<file path="config.mk">
export PLATFORM = sky130hd
export DESIGN_NAME = mac_operand_stage
export DESIGN_NICKNAME = d
export VERILOG_FILES = /design/src/rtl/mac_operand_stage.sv
export SDC_FILE = /design/constraint.sdc
export NUM_CORES = 1
export LEC_CHECK = 0
export ABC_AREA = 1
export CORE_AREA = 4 4 179 129
export CTS_CLUSTER_SIZE = 25
export DETAILED_ROUTE_END_ITERATION = 12
export DIE_AREA = 0 0 183 133
export GPL_TIMING_DRIVEN = 0
export PLACE_DENSITY = 0.57
export SETUP_SLACK_MARGIN = 0.4
export SLEW_MARGIN = 20
export SYNTH_ARGS = -nofsm -noshare
export SYNTH_HDL_FRONTEND = slang
export SYNTH_SLANG_ARGS = --single-unit
export TNS_END_PERCENT = 100
</file>
<file path="constraint.sdc">
create_clock -name clk -period 2.6 [get_ports clk]
set_input_delay 0.39 -clock clk [delete_from_list [all_inputs] [get_ports clk]]
set_output_delay 0.39 -clock clk [all_outputs]
set_load 0.01 [all_outputs]
</file>
<file path="src/rtl/mac_operand_stage.sv">
// MAC operand stage: two-entry skid buffer that registers lane operands and
// precomputes per-group product-sign flags. Define MAC_ZERO_DETECT_EN to clear
// a group's flag when either of its operands is all-zero.
module mac_operand_stage #(
    parameter int MAC_CONF_WIDTH = 4,
    parameter int MAC_MIN_WIDTH  = 8
) (
    input  logic                      clk,
    input  logic                      rst,
    input  logic                      en,
    input  logic                      in_valid,
    output logic                      in_ready,
    input  logic [MAC_CONF_WIDTH-1:0] in_cfg,
    input  logic [MAC_MIN_WIDTH-1:0]  A0_in,
    input  logic [MAC_MIN_WIDTH-1:0]  A1_in,
    input  logic [MAC_MIN_WIDTH-1:0]  A2_in,
    input  logic [MAC_MIN_WIDTH-1:0]  A3_in,
    input  logic [MAC_MIN_WIDTH-1:0]  B0_in,
    input  logic [MAC_MIN_WIDTH-1:0]  B1_in,
    input  logic [MAC_MIN_WIDTH-1:0]  B2_in,
    input  logic [MAC_MIN_WIDTH-1:0]  B3_in,
    output logic                      out_valid,
    input  logic                      out_ready,
    output logic [MAC_CONF_WIDTH-1:0] cfg,
    output logic [MAC_MIN_WIDTH-1:0]  A0_out,
    output logic [MAC_MIN_WIDTH-1:0]  A1_out,
    output logic [MAC_MIN_WIDTH-1:0]  A2_out,
    output logic [MAC_MIN_WIDTH-1:0]  A3_out,
    output logic [MAC_MIN_WIDTH-1:0]  B0_out,
    output logic [MAC_MIN_WIDTH-1:0]  B1_out,
    output logic [MAC_MIN_WIDTH-1:0]  B2_out,
    output logic [MAC_MIN_WIDTH-1:0]  B3_out,
    output logic                      A0B0_neg,
    output logic                      A1B1_neg,
    output logic                      A2B2_neg,
    output logic                      A3B3_neg,
    output logic [15:0]               beat_cnt
);

    localparam int W   = MAC_MIN_WIDTH;
    localparam int MSB = MAC_MIN_WIDTH - 1;

    logic [4*W-1:0]            w_inA;
    logic [4*W-1:0]            w_inB;
    logic [3:0]                w_laneNeg;
    logic [3:0]                w_laneZero;
    logic [1:0]                w_pairZero;
    logic                      w_quadZero;
    logic [3:0]                w_negFlags;
    logic                      w_accept;
    logic                      w_transfer;
    logic                      w_skidFullNext;

    logic                      r_mainValid;
    logic [MAC_CONF_WIDTH-1:0] r_mainCfg;
    logic [4*W-1:0]            r_mainA;
    logic [4*W-1:0]            r_mainB;
    logic [3:0]                r_mainNeg;

    logic                      r_skidValid;
    logic [MAC_CONF_WIDTH-1:0] r_skidCfg;
    logic [4*W-1:0]            r_skidA;
    logic [4*W-1:0]            r_skidB;
    logic [3:0]                r_skidNeg;

    logic                      r_inReady;
    logic [15:0]               r_beatCnt;

    assign w_inA = {A3_in, A2_in, A1_in, A0_in};
    assign w_inB = {B3_in, B2_in, B1_in, B0_in};

    assign w_accept   = in_valid & r_inReady & en;
    assign w_transfer = r_mainValid & out_ready & en;

    assign w_laneNeg[0] = A0_in[MSB] ^ B0_in[MSB];
    assign w_laneNeg[1] = A1_in[MSB] ^ B1_in[MSB];
    assign w_laneNeg[2] = A2_in[MSB] ^ B2_in[MSB];
    assign w_laneNeg[3] = A3_in[MSB] ^ B3_in[MSB];

`ifdef MAC_ZERO_DETECT_EN
    assign w_laneZero[0] = (A0_in == '0) | (B0_in == '0);
    assign w_laneZero[1] = (A1_in == '0) | (B1_in == '0);
    assign w_laneZero[2] = (A2_in == '0) | (B2_in == '0);
    assign w_laneZero[3] = (A3_in == '0) | (B3_in == '0);
    assign w_pairZero[0] = ({A1_in, A0_in} == '0) | ({B1_in, B0_in} == '0);
    assign w_pairZero[1] = ({A3_in, A2_in} == '0) | ({B3_in, B2_in} == '0);
    assign w_quadZero    = (w_inA == '0) | (w_inB == '0);
`else
    assign w_laneZero = '0;
    assign w_pairZero = '0;
    assign w_quadZero = 1'b0;
`endif

    // Sign flags: only the top lane of each wide group carries the operand sign.
    always_comb begin
        w_negFlags = '0;
        if (in_cfg[3]) begin
            case (in_cfg[1:0])
                2'b10: begin
                    w_negFlags[3] = w_laneNeg[3] & ~w_quadZero;
                end
                2'b01: begin
                    w_negFlags[1] = w_laneNeg[1] & ~w_pairZero[0];
                    w_negFlags[3] = w_laneNeg[3] & ~w_pairZero[1];
                end
                default: begin
                    w_negFlags = w_laneNeg & ~w_laneZero;
                end
            endcase
        end
    end

    always_comb begin
        w_skidFullNext = r_skidValid;
        if (r_skidValid && w_transfer) begin
            w_skidFullNext = 1'b0;
        end else if (!r_skidValid && w_accept && r_mainValid && !w_transfer) begin
            w_skidFullNext = 1'b1;
        end
    end

    // Main register: refilled from skid first so beats leave in arrival order.
    always_ff @(posedge clk or negedge rst) begin
        if (!rst) begin
            r_mainValid <= 1'b0;
            r_mainCfg   <= '0;
            r_mainA     <= '0;
            r_mainB     <= '0;
            r_mainNeg   <= '0;
        end else if (en) begin
            if (w_transfer) begin
                if (r_skidValid) begin
                    r_mainValid <= 1'b1;
                    r_mainCfg   <= r_skidCfg;
                    r_mainA     <= r_skidA;
                    r_mainB     <= r_skidB;
                    r_mainNeg   <= r_skidNeg;
                end else if (w_accept) begin
                    r_mainValid <= 1'b1;
                    r_mainCfg   <= in_cfg;
                    r_mainA     <= w_inA;
                    r_mainB     <= w_inB;
                    r_mainNeg   <= w_negFlags;
                end else begin
                    r_mainValid <= 1'b0;
                end
            end else if (w_accept && !r_mainValid) begin
                r_mainValid <= 1'b1;
                r_mainCfg   <= in_cfg;
                r_mainA     <= w_inA;
                r_mainB     <= w_inB;
                r_mainNeg   <= w_negFlags;
            end
        end
    end

    // Skid register only fills while main is stalled; in_ready keeps it from overflowing.
    always_ff @(posedge clk or negedge rst) begin
        if (!rst) begin
            r_skidValid <= 1'b0;
            r_skidCfg   <= '0;
            r_skidA     <= '0;
            r_skidB     <= '0;
            r_skidNeg   <= '0;
        end else if (en) begin
            r_skidValid <= w_skidFullNext;
            if (!r_skidValid && w_accept && r_mainValid && !w_transfer) begin
                r_skidCfg <= in_cfg;
                r_skidA   <= w_inA;
                r_skidB   <= w_inB;
                r_skidNeg <= w_negFlags;
            end
        end
    end

    always_ff @(posedge clk or negedge rst) begin
        if (!rst) begin
            r_inReady <= 1'b0;
            r_beatCnt <= '0;
        end else if (en) begin
            r_inReady <= ~w_skidFullNext;
            if (w_transfer && (r_beatCnt != 16'hFFFF)) begin
                r_beatCnt <= r_beatCnt + 16'd1;
            end
        end
    end

    assign in_ready  = r_inReady;
    assign out_valid = r_mainValid;
    assign cfg       = r_mainCfg;
    assign beat_cnt  = r_beatCnt;

    assign A0_out = r_mainA[0*W +: W];
    assign A1_out = r_mainA[1*W +: W];
    assign A2_out = r_mainA[2*W +: W];
    assign A3_out = r_mainA[3*W +: W];
    assign B0_out = r_mainB[0*W +: W];
    assign B1_out = r_mainB[1*W +: W];
    assign B2_out = r_mainB[2*W +: W];
    assign B3_out = r_mainB[3*W +: W];

    assign A0B0_neg = r_mainNeg[0];
    assign A1B1_neg = r_mainNeg[1];
    assign A2B2_neg = r_mainNeg[2];
    assign A3B3_neg = r_mainNeg[3];

endmodule

</file>
# Word level (Yosys, flattened, before mapping)
# Cells that the tools add are included.
# classes
addsub,1
n_bitwise,9
muxes,26
eq_ne,4
n_reduce_logical,15
# op_table
operator,count
2-to-1 mux 32 bit,8
2-to-1 mux 4 bit,9
"adder 16 x 1 -> 16 bit, second input constant",1
"!= test 16 bit, second input constant",1
2-to-1 mux 1 bit,9
logical AND 1 bit,6
AND reduction 2 bit,3
bitwise AND 1 bit,4
XOR 1 bit,4
logical NOT 1 bit,3
"!= test 3 x 2 -> 1 bit, second input constant",1
AND reduction 3 bit,1
"equality test 2 x 1 -> 1 bit, second input constant",1
"equality test 2 bit, second input constant",1
nonzero test 2 bit,1
OR reduction 2 bit,1
inverter 1 bit,1
# totals
output_inout_bits,90
wordCells,67
inputBits,73
reg_bits,163

# Depth between registers and ports, before layout
# logic_depth
depth_word,8
mapped_depth,9
mapped_depth_nobuf,8

# Worst setup path after synthesis
# No wires, ideal clock.
# synth_timing
path_type,flip-flop to flip-flop
from,"register r_beatCnt[0], in the netlist beat_cnt[0]"
to,"register r_beatCnt[7], in the netlist beat_cnt[7]"
path_slack_ns,1.060
t_arrival_ns,1.414
path_stages_with_launch,9
setup_time_ns,0.126
path_buffers,1
cell_sequence,dfrtp_1 ha_1 inv_1 nor2_1 nand2_1 nor2_1 nor2_2 buf_6 o21ai_0
# synth_between
elab_chain_cells,3
# synth_rtl
item,line,rtl
start: declaration,67,logic [15:0] r_beatCnt;
start signal: assignment,183,r_beatCnt <= r_beatCnt + 16'd1;
"parallel branches: the longest is 3 deep, another holds adder 16 x 1 -> 16 bit",n/a,
# Parallel ways; which one is timed is not known.
# A chain may end at the register's enable or synchronous reset.

# Worst setup path in the final report
# layout_timing
from,input port en
to,register r_mainB[8]
# layout_between
elab_chain_cells,4
# layout_rtl
item,line,rtl
start: declaration,10,"input logic en,"
bitwise AND 1 bit,72,assign w_accept = in_valid & r_inReady & en;
logical AND 1 bit,147,end else if (w_accept && !r_mainValid) begin
nonzero test 2 bit (no source line),n/a,
AND reduction 3 bit (no source line),n/a,
end signal: assignment,136,r_mainB <= r_skidB;
end signal: assignment,142,r_mainB <= w_inB;
end signal: assignment,151,r_mainB <= w_inB;
end: declaration,57,logic [4*W-1:0] r_mainB;
# Several ways; a longest one is shown, not always the timed one.

==> results.txt <==
The number of antenna violations at the first check in global routing was 4. The number of setup buffers added after CTS came out at 0. The routed wire length came out at about 21000 microns. The number of filler instances in the final layout is 2130.

Of the cells placed in the final design, the portion with a size suffix greater than 1 is 0.06426. The worst register-to-register path begins at beat_cnt[0]. The number of ports placed on the die boundary is 163. The critical path contains buffers and inverters numbering 4 combined. The mean area per synthesized cell came out at 7.879 sq um. The pre-antenna-repair detailed-routing pass consisted of 6 iterations. The first global-routing pass estimated ~35000 microns of wire. The first routing iteration left 385 violations. The clock net in this run drives a total of ~160 sinks.

Power spread over the standard cell area amounts to between 500 and 600 nW/um^2. Including well taps, the total number of placed cells is around 1400. The mean number of vias per cell is 4.539. The quantity of gates resized following cts is 0. The clock latency at the later pin of the worst-skew pair is approximately 0.43 ns. For this block, the via count after detailed routing is 6441. The count of distinct cell types in the synthesized netlist is 24. The die is between 100 and 150 microns tall.

The gate count after technology mapping came out at 940. Final hold analysis gives a worst-case slack of 0.4720 ns. The final RePlAce weighted congestion came out at 0.7574. The fraction of power consumed by the clock network came out at 0.478. The die span in x came out at between 150 and 200 microns. After the last flow step, the layout net total stands at 1198. The count of final setup violators is 0. Counting along the longest clock path gives a buffer depth of 2. The core box area came out at ~21000 sq um. The delay contributed by the slowest stage of the critical path is about 0.57 ns. The setup skew after layout came out at about 0.014 ns. The number of max-cap violations came out at 0. The tree is rooted in a sky130_fd_sc_hd__clkbuf_16.

The number of nets handed over by synthesis was around 1000. The clock-pin transition on the worst setup and hold timing paths is approximately 0.060 ns. The worst setup path is launched from an input pin. The total die area came out at roughly 24000 sq um.

Summed over all nets, wire length on met3 after detailed routing comes to approximately 1400 microns. The class of the tightest hold or removal check is flop to flop. The worst setup path is captured at a flop. The total CTS buffers is 17.

The top fanout value on the critical path came out at 10. The via count of the first global-routing pass came out at ~6400. The required time of the critical path came out at 2.91 ns. The data arrival at the endpoint of the critical path came out at 2.24 ns. The final standard cell count with taps included and fillers excluded came out at 1419. TritonCTS built the clock tree. The synthesized flop and latch total came out at ~160. For this run, the top clock speed supported by timing is 518.1 MHz. The worst path in the final design needs a cycle of just under 2 ns, including I/O delays and setup. The fraction of the yosys area taken by sequential cells came out at 0.5508. The run finished with clean final reports. For this run, the total global-route usage over all layers was measured as 0.1768.

The final routed DRC violation total came out at 0. In the final routed layout, each cell accounts on average for 14.87 microns. Dividing the final minimum period by the clock period gives 0.7423. The end-of-flow core utilization is 0.4681. For this design, the slowest cell found on the critical path is sky130_fd_sc_hd__clkdlybuf4s50_1. The placed wire-length estimate is roughly 15000 microns. The worst slew margin relative to its limit is 0.6016. For this design the total switching power over the nets is 1.221 mW. The post-route antenna net violation count came out at 0. By startpoint and endpoint, the worst setup path is classified as input pin to flop.

The relative contribution of combinational cells to total power is 0.047. Setup repair after global routing left no endpoint under its margin. The post-route total power came out at approximately 5.3 mW. The startpoint identified for the worst hold timing path is r_mainA[12].

The remaining global-route overflow is 0. The switching part of the total power came out at 0.2288. Entering global routing, the biggest net connects between 90 and 100 pins. The synthesis warning total is 0. The part of the power in registers came out at 0.475. The setup TNS came out at 0 ns. The area growth from synthesis to layout is 35.24%. The worst vdd rail ir drop is 0.3620 mV. The number of failing hold endpoints at the final stage came out at 0.

The detailed router used layers up to and including met5. The signal on the critical path passes through clkdlybuf4s50_1 -> nand3_2 -> nor2_4 -> inv_2 -> nand2_4 -> inv_2 -> buf_2 -> nand2_1 -> nand2_1. Detailed routing placed a total of between 8000 and 9000 microns of wire on met2. The total standard cell area after synthesis came out at roughly 7400 sq um. The static leakage came out at between 4 and 5 nW. The largest delay contributor family on the critical path is buffers and inverters.

The quantity of I/O buffers inserted on ports came out at 162. In the final routing, the length of wire on met1 measures between 10000 and 15000 microns. For this configuration, the core starts out at a cell density of 0.3461. The start point of the critical path is en. The floorplan has 45 rows. The number of H-tree levels is 4. The pin slew with the least headroom to its limit is roughly 0.60 ns. Cell internal power was estimated by the tool at 4.116 mW.

The number of max-slew violations in the final report is 0.
==> kinds of logic after synthesis <==
logic type / after synthesis / share of synthesized area
simple gates: 473 / 0.2480
flops: 163 / 0.5508
compound gates: 162 / 0.1095
buf+inv: 134 / 0.08126
xor+xnor: 6 / 0.007096
fa+ha+maj: 2 / 0.003378
==> synthesized netlist by cell type <==
cell | count | area (sq um)
sky130_fd_sc_hd__nand2_2 | 1 | 6.260
sky130_fd_sc_hd__buf_4 | 3 | 22.52
sky130_fd_sc_hd__ha_1 | 2 | 25.02
sky130_fd_sc_hd__nor2_4 | 1 | 11.26
sky130_fd_sc_hd__buf_2 | 21 | 105.1
sky130_fd_sc_hd__nand3_2 | 1 | 10.01
sky130_fd_sc_hd__nand4_1 | 7 | 43.79
sky130_fd_sc_hd__buf_6 | 8 | 90.09
sky130_fd_sc_hd__dfrtp_1 | 163 | 4079
sky130_fd_sc_hd__clkbuf_1 | 13 | 48.80
sky130_fd_sc_hd__nand3_1 | 10 | 50.05
sky130_fd_sc_hd__nor2_1 | 24 | 90.09
sky130_fd_sc_hd__a21oi_1 | 7 | 35.03
sky130_fd_sc_hd__nand2_4 | 1 | 11.26
sky130_fd_sc_hd__clkbuf_2 | 1 | 5.000
sky130_fd_sc_hd__nand2_1 | 425 | 1595
sky130_fd_sc_hd__nor3_1 | 1 | 5.000
sky130_fd_sc_hd__inv_2 | 2 | 7.510
sky130_fd_sc_hd__xor2_1 | 2 | 17.52
sky130_fd_sc_hd__nor2_2 | 1 | 6.260
sky130_fd_sc_hd__o21ai_0 | 155 | 775.7
sky130_fd_sc_hd__inv_1 | 86 | 322.8
sky130_fd_sc_hd__xnor2_1 | 4 | 35.03
sky130_fd_sc_hd__nand3b_1 | 1 | 7.510
==> cell usage in the layout (no fill, tap or decap), drive strengths merged, types with 2 or more instances in the layout <==
cell / Yosys / routed
clkinv: 0 / 3
nand3: 11 / 11
nand4: 7 / 7
inv: 88 / 92
clkdlybuf4s50: 0 / 161
nand2: 427 / 427
bufinv: 0 / 2
dfrtp: 163 / 163
nor2: 26 / 26
o21ai: 155 / 155
xnor2: 4 / 4
xor2: 2 / 2
a21oi: 7 / 7
ha: 2 / 2
clkbuf: 14 / 33
clkinvlp: 0 / 4
buf: 32 / 34
==> what timing repair did <==
action,4_1_cts,5_1_grt
endpoints found under the hold margin,72,0
endpoints found under the setup margin,0,0
hold buffers,1,0
==> sequential cells by signal, summed over array words and instances, names as in the netlist, 16 cells and up <==
name      count
r_skidA      32
beat_cnt     16
r_mainB      32
r_mainA      32
r_skidB      32
==> final cells by class <==
type                    count  area, sq um  share of cell area
diodes                      1        2.502           0.0002498
plain buffers              46        271.5             0.02711
clock buffers              19        442.9             0.04422
clock inverters            13        147.6             0.01474
inverters                  88        330.3             0.03298
multi-input cells         643         2725              0.2721
flip-flops and latches    163         4079              0.4072
well taps                 282        352.8             0.03523
repair buffers            164         1664              0.1661
==> final timing paths <==
kind	slack (ns)	cells after the start	endpoint
max in group asynchronous	1.24	3	r_mainA[13]
min	0.47	2	r_mainA[12]
max reg2reg	0.74	9	beat_cnt[12]
min reg2reg	0.47	2	r_mainA[12]
min in group asynchronous	0.52	2	r_mainB[24]
max	0.67	9	r_mainB[8]
==> power groups by stage <==
stage	registers (mW)	logic (mW)	clock network [mW]
2_1_floorplan	2.58	0.0600	0
3_3_place_gp	2.59	0.246	0
3_5_place_dp	2.58	0.252	0
4_1_cts	2.53	0.255	2.62
5_1_grt	2.53	0.283	2.73
6_report	2.54	0.249	2.55
==> per-stage QoR <==
| step | setup slack (ns) | instance area, sq um |
|---|---|---|
| CTS | 0.6405 | 10010 |
| floorplan | 1.060 | 7406 |
| finish | 0.6700 | 10020 |
| detailed placement | 0.1975 | 9413 |
| global route | 0.5454 | 10020 |
| global placement | -5.957 | 9380 |
==> metal layers <==
metal | global-route usage | vias to the layer above
met2 | 0.2449 | 142
li1 | - | 3297
met1 | 0.2660 | 2979
met4 | 0.03598 | 6
met3 | 0.06265 | 17
met5 | 0 | -
==> worst reg2reg max path, delay by kind of cell (launching register included) <==
family                     cells  cell delay, ns
DFF                            1            0.46
buffers and inverters          2            0.29
and+or+nand+nor                6            0.74
adders and majority gates      1            0.31
Power figures use the tool's default switching activity.
